## config.mk

```make
export PLATFORM = sky130hd
export DESIGN_NAME = ula_pipe
export DESIGN_NICKNAME = d
export VERILOG_FILES = /design/src/rtl/ula_pipe.sv
export SDC_FILE = /design/constraint.sdc
export NUM_CORES = 1
export LEC_CHECK = 0
export BUFFER_PORTS_ARGS = -buffer_cell sky130_fd_sc_hd__buf_2
export CAP_MARGIN = 30
export CORE_ASPECT_RATIO = 0.75
export CORE_UTILIZATION = 55
export DETAILED_ROUTE_END_ITERATION = 10
export GPL_ROUTABILITY_DRIVEN = 0
export HOLD_SLACK_MARGIN = 0.12
export PLACE_DENSITY = 0.74
export REMOVE_ABC_BUFFERS = 1
export SYNTH_ARGS = -nofsm -noshare
export SYNTH_HDL_FRONTEND = slang
export SYNTH_SLANG_ARGS = --single-unit
```

## constraint.sdc

```tcl
create_clock -name clk -period 8.6 [get_ports clk]
set_input_delay 1.29 -clock clk [delete_from_list [all_inputs] [get_ports clk]]
set_output_delay 1.29 -clock clk [all_outputs]
set_load 0.01 [all_outputs]
```

## src/rtl/ula_pipe.sv

```systemverilog
// Registered MIC-1 ALU + output shifter behind a valid/ready handshake.
// Define ULA_MUL_EN to add the iterative shift-add multiply (select 100000).
module ula_pipe #(
    parameter int WIDTH = 32
) (
    input  logic             clk,
    input  logic             reset,
    input  logic             in_valid,
    output logic             in_ready,
    input  logic [WIDTH-1:0] A,
    input  logic [WIDTH-1:0] B,
    input  logic [5:0]       select,
    input  logic [1:0]       shift,
    output logic             out_valid,
    input  logic             out_ready,
    output logic [WIDTH-1:0] out,
    output logic             N,
    output logic             Z,
    output logic             ill
);

    localparam logic [WIDTH-1:0] ONE = {{(WIDTH-1){1'b0}}, 1'b1};

`ifdef ULA_MUL_EN
    typedef enum logic [1:0] {IDLE = 2'd0, BUSY = 2'd1, DONE = 2'd2} state_t;
`else
    typedef enum logic [1:0] {IDLE = 2'd0, DONE = 2'd2} state_t;
`endif

    state_t           state_q;
    logic [WIDTH-1:0] out_q;
    logic             n_q;
    logic             z_q;
    logic             ill_q;

    logic [WIDTH-1:0] aluRes_d;
    logic             selIll_d;
    logic             accept;

    function automatic logic [WIDTH-1:0] applyShift(input logic [WIDTH-1:0] x,
                                                    input logic [1:0]       s);
        case (s)
            2'b10:   return x << 8;
            2'b01:   return {x[WIDTH-1], x[WIDTH-1:1]};
            default: return x;
        endcase
    endfunction

    always_comb begin
        aluRes_d = '0;
        selIll_d = 1'b0;
        case (select)
            6'b011000: aluRes_d = A;
            6'b010100: aluRes_d = B;
            6'b011010: aluRes_d = ~A;
            6'b101100: aluRes_d = ~B;
            6'b111100: aluRes_d = A + B;
            6'b111101: aluRes_d = A + B + ONE;
            6'b111001: aluRes_d = A + ONE;
            6'b110101: aluRes_d = B + ONE;
            6'b111111: aluRes_d = B - A;
            6'b110110: aluRes_d = B - ONE;
            6'b111011: aluRes_d = ~A + ONE;
            6'b001100: aluRes_d = A & B;
            6'b011100: aluRes_d = A | B;
            6'b010000: aluRes_d = '0;
            6'b110001: aluRes_d = ONE;
            6'b110010: aluRes_d = '1;
`ifdef ULA_MUL_EN
            6'b100000: aluRes_d = '0;
`endif
            default:   selIll_d = 1'b1;
        endcase
    end

    assign in_ready  = (state_q == IDLE) || ((state_q == DONE) && out_ready);
    assign accept    = in_valid && in_ready;
    assign out_valid = (state_q == DONE);
    assign out       = out_q;
    assign N         = n_q;
    assign Z         = z_q;
    assign ill       = ill_q;

`ifdef ULA_MUL_EN
    localparam int CW = $clog2(WIDTH);
    localparam logic [CW-1:0] CNT_INIT = CW'(WIDTH - 1);

    logic [WIDTH-1:0] mcand_q;
    logic [WIDTH-1:0] mplier_q;
    logic [WIDTH-1:0] acc_q;
    logic [CW-1:0]    cnt_q;
    logic [1:0]       mulShift_q;
    logic [WIDTH-1:0] accNext_d;
    logic             isMul;

    assign isMul     = (select == 6'b100000);
    assign accNext_d = acc_q + (mplier_q[0] ? mcand_q : '0);
`endif

    // Accept path is shared by IDLE and DONE so a retiring result and a new
    // command can cross on the same edge without a bubble.
    always_ff @(posedge clk) begin
        if (reset) begin
            state_q    <= IDLE;
            out_q      <= '0;
            n_q        <= 1'b0;
            z_q        <= 1'b0;
            ill_q      <= 1'b0;
`ifdef ULA_MUL_EN
            mcand_q    <= '0;
            mplier_q   <= '0;
            acc_q      <= '0;
            cnt_q      <= '0;
            mulShift_q <= 2'b00;
`endif
        end else begin
            case (state_q)
                IDLE, DONE: begin
                    if (accept) begin
`ifdef ULA_MUL_EN
                        if (isMul) begin
                            state_q    <= BUSY;
                            acc_q      <= '0;
                            mcand_q    <= A;
                            mplier_q   <= B;
                            cnt_q      <= CNT_INIT;
                            mulShift_q <= shift;
                        end else
`endif
                        begin
                            state_q <= DONE;
                            out_q   <= applyShift(aluRes_d, shift);
                            n_q     <= aluRes_d[WIDTH-1];
                            z_q     <= (aluRes_d == '0);
                            ill_q   <= selIll_d || (shift == 2'b11);
                        end
                    end else if ((state_q == DONE) && out_ready) begin
                        state_q <= IDLE;
                    end
                end
`ifdef ULA_MUL_EN
                // One multiplier bit per cycle; the last iteration writes the
                // product straight into the output register.
                BUSY: begin
                    acc_q    <= accNext_d;
                    mcand_q  <= mcand_q << 1;
                    mplier_q <= mplier_q >> 1;
                    cnt_q    <= cnt_q - CW'(1);
                    if (cnt_q == '0) begin
                        state_q <= DONE;
                        out_q   <= applyShift(accNext_d, mulShift_q);
                        n_q     <= accNext_d[WIDTH-1];
                        z_q     <= (accNext_d == '0);
                        ill_q   <= (mulShift_q == 2'b11);
                    end
                end
`endif
                default: state_q <= IDLE;
            endcase
        end
    end

endmodule
```

==> Word-level counts from Yosys, hierarchy flattened <==
Index checks and enable logic that the tools add are counted.
{ "totals": {"out_inout_bits": 37, "mem_count": 0, "word_cells": 52, "ramBits": 0, "regBits": 36, "latchBits": 0, "mem_bits_ro": 0} }
{ "classes": {"n_lt_le_gt_ge": 0, "addsub": 7, "mul": 0, "n_eq_ne": 19, "bitwise": 5, "shifts": 0, "n_mux": 5, "n_reduce_logical": 11, "n_div": 0} }
{ "op_table": {"columns": ["op", "count"], "rows": [
  ["32-bit case mux with 15 select lines", 1],
  ["32-bit by 1-bit adder with 32-bit output, second input constant", 4],
  ["32-bit inverter", 2],
  ["32-bit case mux with 2 select lines", 1],
  ["6-bit == test, second input constant", 10],
  ["32-bit adder", 1],
  ["32-bit bitwise AND", 1],
  ["32-bit logical NOT", 1],
  ["32-bit OR", 1],
  ["32-bit by 1-bit subtractor with 32-bit output, second input constant", 1],
  ["32-bit subtractor", 1],
  ["6-bit by 5-bit == test with 1-bit output, second input constant", 5],
  ["16-bit OR reduction", 1],
  ["6-bit by 4-bit == test with 1-bit output, second input constant", 1],
  ["2-bit == test, second input constant", 2],
  ["2-bit two-way mux", 2],
  ["2-bit OR reduction", 2],
  ["2-bit by 1-bit == test with 1-bit output, second input constant", 1],
  ["1-bit logical AND", 2],
  ["2-bit logical NOT", 1],
  ["1-bit logical OR", 2],
  ["2-bit AND reduction", 1],
  ["2-bit nonzero test", 1],
  ["1-bit two-way mux", 1],
  ["1-bit inverter", 1]
]} }

==> Depth between registers and ports, before layout <==
Gate-level depths: netlist of the first run.
{ "logic_depth": {"depth_word": 4, "ltp_mapped": 23, "depth_no_buf": 18} }

==> Least setup slack after synthesis of the first run <==
OpenSTA, ideal clock, no wires.
{ "synth_path": {"path_type": "input to register", "from": "in select[1]", "to": "reg z_q, in the netlist Z", "setup_ns": 0.096, "required_ns": 8.504, "arrival_ns": 5.921, "path_stages": 20, "slack_ns": 2.584, "cell_sequence": "buf_6 -> buf_4 -> buf_2 -> nor2b_1 -> clkbuf_1 -> nand2_1 -> clkbuf_1 -> nand2_1 -> ha_1 -> a21o_1 -> a31o_2 -> a211oi_1 -> a211oi_1 -> a2111oi_0 -> nor2_1 -> o21a_1 -> xnor2_1 -> a211o_1 -> a211o_1 -> o41ai_2"} }
{ "synth_between": {"elab_chain_len": 3, "elab_cells_between_ends": 17, "cone_classes": "eq/ne (15); mux (1); reduce/logical (1)"} }
{ "synth_rtl": {"columns": ["element", "line", "rtl"], "rows": [
  ["start: declaration", "12", "input logic [5:0] select,"],
  ["6-bit == test (tied with other cells)", "52", "case (select)"],
  ["32-bit case mux with 15 select lines (*)", "52", null],
  ["32-bit logical NOT (*)", "134", "z_q <= (aluRes_d == '0);"],
  ["end signal: assignment", "134", null],
  ["end: declaration", "33", "logic z_q;"]
]} }
Mark *: on every way between the ends. The rest lies on a longest branch, timed or not.
A chain may end at the register's enable or synchronous reset.

==> Worst setup path in the final report of the first run <==
{ "layout_path": {"from": "in select[5]", "to": "reg z_q, in the netlist Z"} }
Same word-level chain as after synthesis.

==> out/metrics.csv, run 1 <==
metric,value,unit
met2 wire length,16.0,mm
Non-Filler Instances,1793,
status,completed,
PD cells,95.9,mW/mm^2
"Buf+Inv Stages, Crit Path",2,
setup violators final,0,
Routed WL,38.4,mm
CTS tree,built,
Layout area overhead,7.53,%
die width,159,um
met3 wire length,5.59,mm
H-tree Lvls,2,
Critical R2R Launch,state_q[1]$_SDFFE_PP0P_,
Crit path largest cell delay,0.90,ns
Yosys top cell area share,12.2,%
"reg-to-reg slack, setup",6.02,ns
fraction of layout cells with a size suffix above 1,12.1,%
row cnt,42,
Mapped Cells,1507,
Detail Route Antenna Nets,0,
"Cell Chain, Critical Path",buf_2 -> buf_4 -> nand3_1 -> nor2_4 -> a221o_1 -> ha_1 -> nand2_1 -> or4_4 -> nor4_1 -> nand4_1 -> xnor2_1 -> o21ai_0 -> nor4_1 -> nand4_1 -> o41ai_2,
Reg-to-Reg End,Z$_SDFFE_PP0P_,
Iteration-0 DRC Markers,1735,
# hold bufs at CTS,0,
"Async S/R FF share, synth",0,%
Synth warnings,0,
dpl cells,1783,
Max VDD drop,0.0859,mV
WHS Endpoint,out[20]$_SDFFE_PP0P_,
Initial Util,56.8,%
crit path max fanout,39,
vias in the first global route,11300,
commonest cells in the netlist,"169 x nand2_1, 141 x a21oi_1, 129 x nor2_1, 99 x ha_1, 92 x o21ai_0",
fin nets,1726,
Routed met1 length,15.6,mm
# Max-Cap Violations,0,
worst hold slack,0.452,ns
CTS resizes,0,
"EDFF count, synth",0,
CTS root buffer,clkbuf_16,
cts bufs inserted,5,
slowest CP cell,nor2_4,
Layout Skew,0.00435,ns
Max clock buf depth,2,
CP Data Required Time,8.78,ns
post-layout util,61.1,%
unrepaired setup endpoints after global routing,false,
f_max,149,MHz
clk sinks,36,
I/O Pins,113,
total track usage,39.2,%
type of destination of the critical path,register,
Tcrit/Tclk final,77.9,%
CP top delay family,simple AND/OR/NAND/NOR gates,
"Clk pin slew, worst setup/hold paths",0.06,ns
Slew Limit Fails,0,
hold depth,2,
die height,120,um
cell taking the most area after synthesis,ha_1,
initial antenna violation count,0,
static leakage,4.73,nW
Avg Inst Size Synth,6.74,um^2
total number of vias,12600,
"flops & latches, synth",36,
PortBufs,112,
worst reg2reg path depth,11,
DP Wirelength,28.6,mm
drc violations,0,
mean routed wirelength per cell,21.4,um
startpoint types,input pin,
Die ar.,0.0190,mm^2
first-pass GRT wire length,60.6,mm
DR top layer,met4,
drt first pass iters,6,
ranking of synthesized cells by area,"ha_1 12%, dfxtp_1 7.1%, a21oi_1 6.9%",
commonest register cell after synthesis,dfxtp_1,
worst path arrival time,6.88,ns
most common cell in the synthesized netlist,nand2_1,
Worst Hold Launch,out[20]$_SDFFE_PP0P_,
largest net degree at the start of global routing,43,
min Tclk post-route,6.70,ns
register area share after synthesis,7.10,%
synth unique cells,99,
grt ovf,0,
worst min-delay path class,reg -> reg,
buffers inserted by post-CTS timing repair,0,
Core Area,0.0179,mm^2
slew at the pin closest to its max-slew limit,1.09,ns
vias per cell,7.00,
crit path kind,in -> reg,
worst-skew pair later-pin latency,0.27,ns
max_slew headroom,27.2,%
synthesized area,0.0102,mm^2
Fin Setup TNS,0,ns
final hold violation count,0,
-- layout make-up --
type                            instances  area, um^2
Clock buffer                            5         125
Fill cell                            1716        6950
Sequential cell                        36         721
Inverter                               84         315
Tap cell                              242         303
Antenna cell                            1        2.50
Multi-Input combinational cell       1287        8680
Clock inverter                          3        18.8
Timing Repair Buffer                  135         753
-- per-layer routing --
metal,global-route usage [%],vias to the layer above
met5,0,-
met4,14.2,0
met3,9.78,117
met2,59.5,868
met1,53.4,5807
li1,-,5761
-- worst register-to-register path: stages, from the launching register on --
cell and delay, ns:
dfxtp_1 0.31, nand2b_1 0.13, nand2_1 0.07, buf_4 0.24
nor3_1 0.22, and4b_1 0.21, nor3b_1 0.24, and4_1 0.22
nand4b_1 0.11, nor4_2 0.26, nand4_1 0.16, o41ai_2 0.32
-- cell families (layout without fill, tap and decap cells) --
logic type / Yosys count / count (layout) / synth area share (%)
AND/OR/NAND/NOR: 517 / 517 / 24.9
buffers and inverters: 184 / 227 / 7.45
multiplexers: 22 / 22 / 2.29
AO/OA/AOI/OAI: 570 / 570 / 38.9
XOR/XNOR: 77 / 77 / 6.71
adder cells (fa/ha/maj): 101 / 101 / 12.6
other: 0 / 1 / 0
flip-flops: 36 / 36 / 7.10
-- flip-flops by register name (all words and copies together) (netlist names) --
signal and flops:
state_q 1, out 32, ill 1, N 1, Z 1
-- placed cells by master (no fill, tap or decap), types with 21 or more instances in the layout --
| cell | synthesis | routed |
|---|---|---|
| a211oi_1 | 26 | 26 |
| a21o_1 | 33 | 33 |
| a21oi_1 | 141 | 141 |
| a221oi_1 | 28 | 28 |
| buf_2 | 12 | 112 |
| buf_4 | 7 | 22 |
| dfxtp_1 | 36 | 36 |
| ha_1 | 99 | 99 |
| inv_1 | 84 | 84 |
| nand2_1 | 169 | 169 |
| nand3_1 | 31 | 31 |
| nor2_1 | 129 | 129 |
| nor3_1 | 42 | 42 |
| o2111ai_1 | 21 | 21 |
| o211ai_1 | 27 | 27 |
| o21ai_0 | 92 | 91 |
| xnor2_1 | 45 | 45 |
| xor2_1 | 31 | 31 |
-- metrics by stage --
step	power, mW	instance area (um^2)	worst slack, ns
after floorplan	0.650	9710	2.92
after global placement	0.835	10700	1.92
after detailed placement	0.849	10700	1.85
after CTS	1.02	10900	2.14
after global routing	1.11	10900	1.75
final	1.05	10900	1.90
-- power breakdown --
group / total [mW] / switching, mW / internal, mW
clock: 0.174 / 0.0675 / 0.107
combinational: 0.687 / 0.432 / 0.255
sequential: 0.186 / 0.00674 / 0.179
-- how the worst max path moves through the flow --
| stage | from | end | slack (ns) | cells after the start |
|---|---|---|---|---|
| final | select[5] | Z$_SDFFE_PP0P_ | 1.90 | 15 |
| after global routing | select[5] | Z$_SDFFE_PP0P_ | 1.75 | 17 |
| after CTS | select[5] | Z$_SDFFE_PP0P_ | 2.14 | 15 |
| after detailed placement | select[5] | Z$_SDFFE_PP0P_ | 1.85 | 13 |
| after global placement | select[5] | Z$_SDFFE_PP0P_ | 1.92 | 17 |
| after floorplan | select[1] | Z$_SDFFE_PP0P_ | 2.92 | 15 |
Power figures use the tool's default switching activity.
==> run 2, diff against run 1 <==
Clock period 8.6 ns to 6.6 ns, I/O delays scaled along.
==> run 2 against run 1 <==
Effect of this change: combinational power grew 31%; clock skew shrank 0.00086 ns; global-route usage grew 0.53 points; total power grew 35%; count of clock-buffer cells in the layout is the same; final area grew 0.89%; sequential cell count is the same; final cell count grew 0.33%; utilization grew 0.55 points; register-to-register slack lost 2.1 ns; sequential share of layout area shrank 0.058 points; non-clock buffer count grew 4; largest cell class unchanged.
==> out/metrics.csv, run 2 (synthesized netlist as in run 1, its figures left out) <==
metric,value,unit,change
Iteration-0 DRC Markers,1911,,"was 1,735"
cts bufs inserted,5,,unchanged
f_max,171,MHz,
Core Area,0.0179,mm^2,unchanged
"reg-to-reg slack, setup",3.96,ns,was 6.02 ns
Setup WS post-layout,0.748,ns,was 1.90 ns
CTS resizes,0,,unchanged
DP Wirelength,29.1,mm,was 28.6 mm
total track usage,39.7,%,was 39.2%
"Cell Chain, Critical Path",buf_2 -> and4b_1 -> nand2_1 -> buf_4 -> nand2_1 -> ha_1 -> a21o_1 -> a31o_2 -> a211oi_1 -> a211oi_1 -> a2111oi_0 -> buf_4 -> nor2_1 -> o21a_1 -> xnor2_1 -> a211o_1 -> a211o_1 -> o41ai_2,,was buf_2 -> buf_4 -> nand3_1 -> nor2_4 -> a221o_1 -> ha_1 -> nand2_1 -> or4_4 -> nor4_1 -> nand4_1 -> xnor2_1 -> o21ai_0 -> nor4_1 -> nand4_1 -> o41ai_2
worst slack at placement,0.591,ns,was 1.85 ns
Logic pwr share,63.6,%,was 65.6%
clk sinks,36,,unchanged
Reg-to-Reg End,Z$_SDFFE_PP0P_,,unchanged
buffers inserted by post-CTS timing repair,0,,unchanged
Layout Skew,0.00349,ns,was 0.00435 ns
Die ar.,0.0190,mm^2,unchanged
vias in the first global route,11300,,about the same
met2 wire length,16.4,mm,was 16.0 mm
WHS Endpoint,out[22]$_SDFFE_PP0P_,,was out[20]$_SDFFE_PP0P_
Routed WL,39.1,mm,was 38.4 mm
dpl cells,1787,,"was 1,783"
first-pass GRT wire length,61.0,mm,was 60.6 mm
hold depth,2,,unchanged
Non-Filler Instances,1799,,"was 1,793"
Max VDD drop,0.105,mV,was 0.0859 mV
grt ovf,0,,unchanged
Largest register FFs,32,,unchanged
register cell area after layout,721,um^2,unchanged
Slew Limit Fails,0,,unchanged
Fin Setup TNS,0,ns,unchanged
P_sw,670,uW,was 507 uW
Critical R2R Launch,state_q[1]$_SDFFE_PP0P_,,unchanged
largest net degree at the start of global routing,46,,was 43
total number of vias,12500,,"was 12,600"
Crit path largest cell delay,0.68,ns,was 0.90 ns
Worst Hold Launch,out[22]$_SDFFE_PP0P_,,was out[20]$_SDFFE_PP0P_
Initial Util,56.8,%,unchanged
initial antenna violation count,0,,unchanged
Max clock buf depth,2,,unchanged
status,completed,,unchanged
mean routed wirelength per cell,21.7,um,was 21.4 um
CP Data Required Time,6.79,ns,was 8.78 ns
crit path max fanout,31,,was 39
max_slew headroom,28.6,%,was 27.2%
CTS tree,built,,unchanged
drt first pass iters,6,,unchanged
worst hold slack,0.457,ns,was 0.452 ns
CTS root buffer,clkbuf_16,,unchanged
"Clk pin slew, worst setup/hold paths",0.06,ns,about the same
# fillers,1721,,"was 1,716"
static leakage,4.77,nW,was 4.73 nW
Detail Route Antenna Nets,0,,unchanged
Flop pwr share,17.2,%,was 17.8%
# Max-Cap Violations,0,,unchanged
met3 wire length,5.20,mm,was 5.59 mm
Routed met1 length,16.3,mm,was 15.6 mm
# hold bufs at CTS,0,,unchanged
vias per cell,6.97,,was 7.00
slowest CP cell,a211oi_1,,was nor2_4
Layout area overhead,8.49,%,was 7.53%
"leading cell type in the layout, fill and taps excluded",nand2_1,,unchanged
min Tclk post-route,5.85,ns,
worst-skew pair later-pin latency,0.28,ns,was 0.27 ns
DR top layer,met4,,unchanged
fin nets,1730,,"was 1,726"
I/O Pins,113,,unchanged
H-tree Lvls,2,,unchanged
crit path kind,in -> reg,,unchanged
slew at the pin closest to its max-slew limit,1.07,ns,was 1.09 ns
P_int,744,uW,was 541 uW
worst min-delay path class,reg -> reg,,unchanged
setup violators final,0,,unchanged
fraction of layout cells with a size suffix above 1,12.3,%,was 12.1%
"commonest cells after routing, fill and taps aside","169 x nand2_1, 141 x a21oi_1, 129 x nor2_1",,unchanged
clock power share,19.2,%,was 16.6%
die height,120,um,unchanged
PD cells,128,mW/mm^2,was 95.9 mW/mm^2
worst path arrival time,6.04,ns,was 6.88 ns
die width,159,um,unchanged
worst reg2reg path depth,11,,unchanged
drc violations,0,,unchanged
Multi-input gate area,0.00868,mm^2,unchanged
Power Total,1.41,mW,was 1.05 mW
unrepaired setup endpoints after global routing,false,,unchanged
final hold violation count,0,,unchanged
row cnt,42,,unchanged
Tcrit/Tclk final,88.7,%,
PortBufs,112,,unchanged
Sw Share,47.4,%,was 48.4%
type of destination of the critical path,register,,unchanged
startpoint types,input pin,,unchanged
run 2: cell count changes in the layout (fill, tap and decap cells not counted):
cell / before / now
buf_8: 0 / 2
buf_16: 1 / 2
clkinv_2: 2 / 1
buf_6: 0 / 1
clkinvlp_4: 0 / 1
clkinv_4: 1 / 0
bufinv_16: 0 / 1
diode_2: 1 / 3
run 2: metal layers:
layer / global-route usage (%) / vias to the layer above
met5: 0 / -
met4: 15.1 / 0
met3: 9.23 / 120
met2: 59.3 / 848
met1: 55.1 / 5802
li1: - / 5775
run 2: cell type report:
type,instances,area share (%)
Clock buffer,5,1.14
Antenna cell,3,0.0681
Clock inverter,3,0.386
Tap cell,242,2.75
Timing Repair Buffer,139,7.46
Multi-Input combinational cell,1287,78.8
Inverter,84,2.86
Sequential cell,36,6.54
run 2: power groups by stage:
stage	clock [mW]	combinational (mW)	sequential [mW]
finish	0.271	0.900	0.243
CTS	0.271	0.867	0.242
floorplan	0	0.593	0.253
global placement	0	0.845	0.247
detailed placement	0	0.861	0.247
global route	0.284	0.972	0.244
run 2: stage by stage:
stage	area (um^2)	utilization [%]
final	11000	61.7
after global routing	11000	61.6
after CTS	11000	61.5
after detailed placement	10800	60.6
after global placement	10700	60.1
after floorplan	9710	-
run 2: worst max-delay path by stage:
stage / end / cells past startpoint / from
4_1_cts: Z$_SDFFE_PP0P_ / 18 / select[5]
5_1_grt: Z$_SDFFE_PP0P_ / 18 / select[0]
2_1_floorplan: Z$_SDFFE_PP0P_ / 15 / select[1]
3_5_place_dp: Z$_SDFFE_PP0P_ / 18 / select[5]
3_3_place_gp: Z$_SDFFE_PP0P_ / 18 / select[5]
6_report: Z$_SDFFE_PP0P_ / 18 / select[5]
run 2: critical path: cells and delay by family:
kind,cells,cell delay [ns]
buffers and inverters,3,0.77
and+or+nand+nor,4,0.53
AOI/OAI and AO/OA,9,3.24
adders and majority gates,1,0.36
xor gates and xnor gates,1,0.13
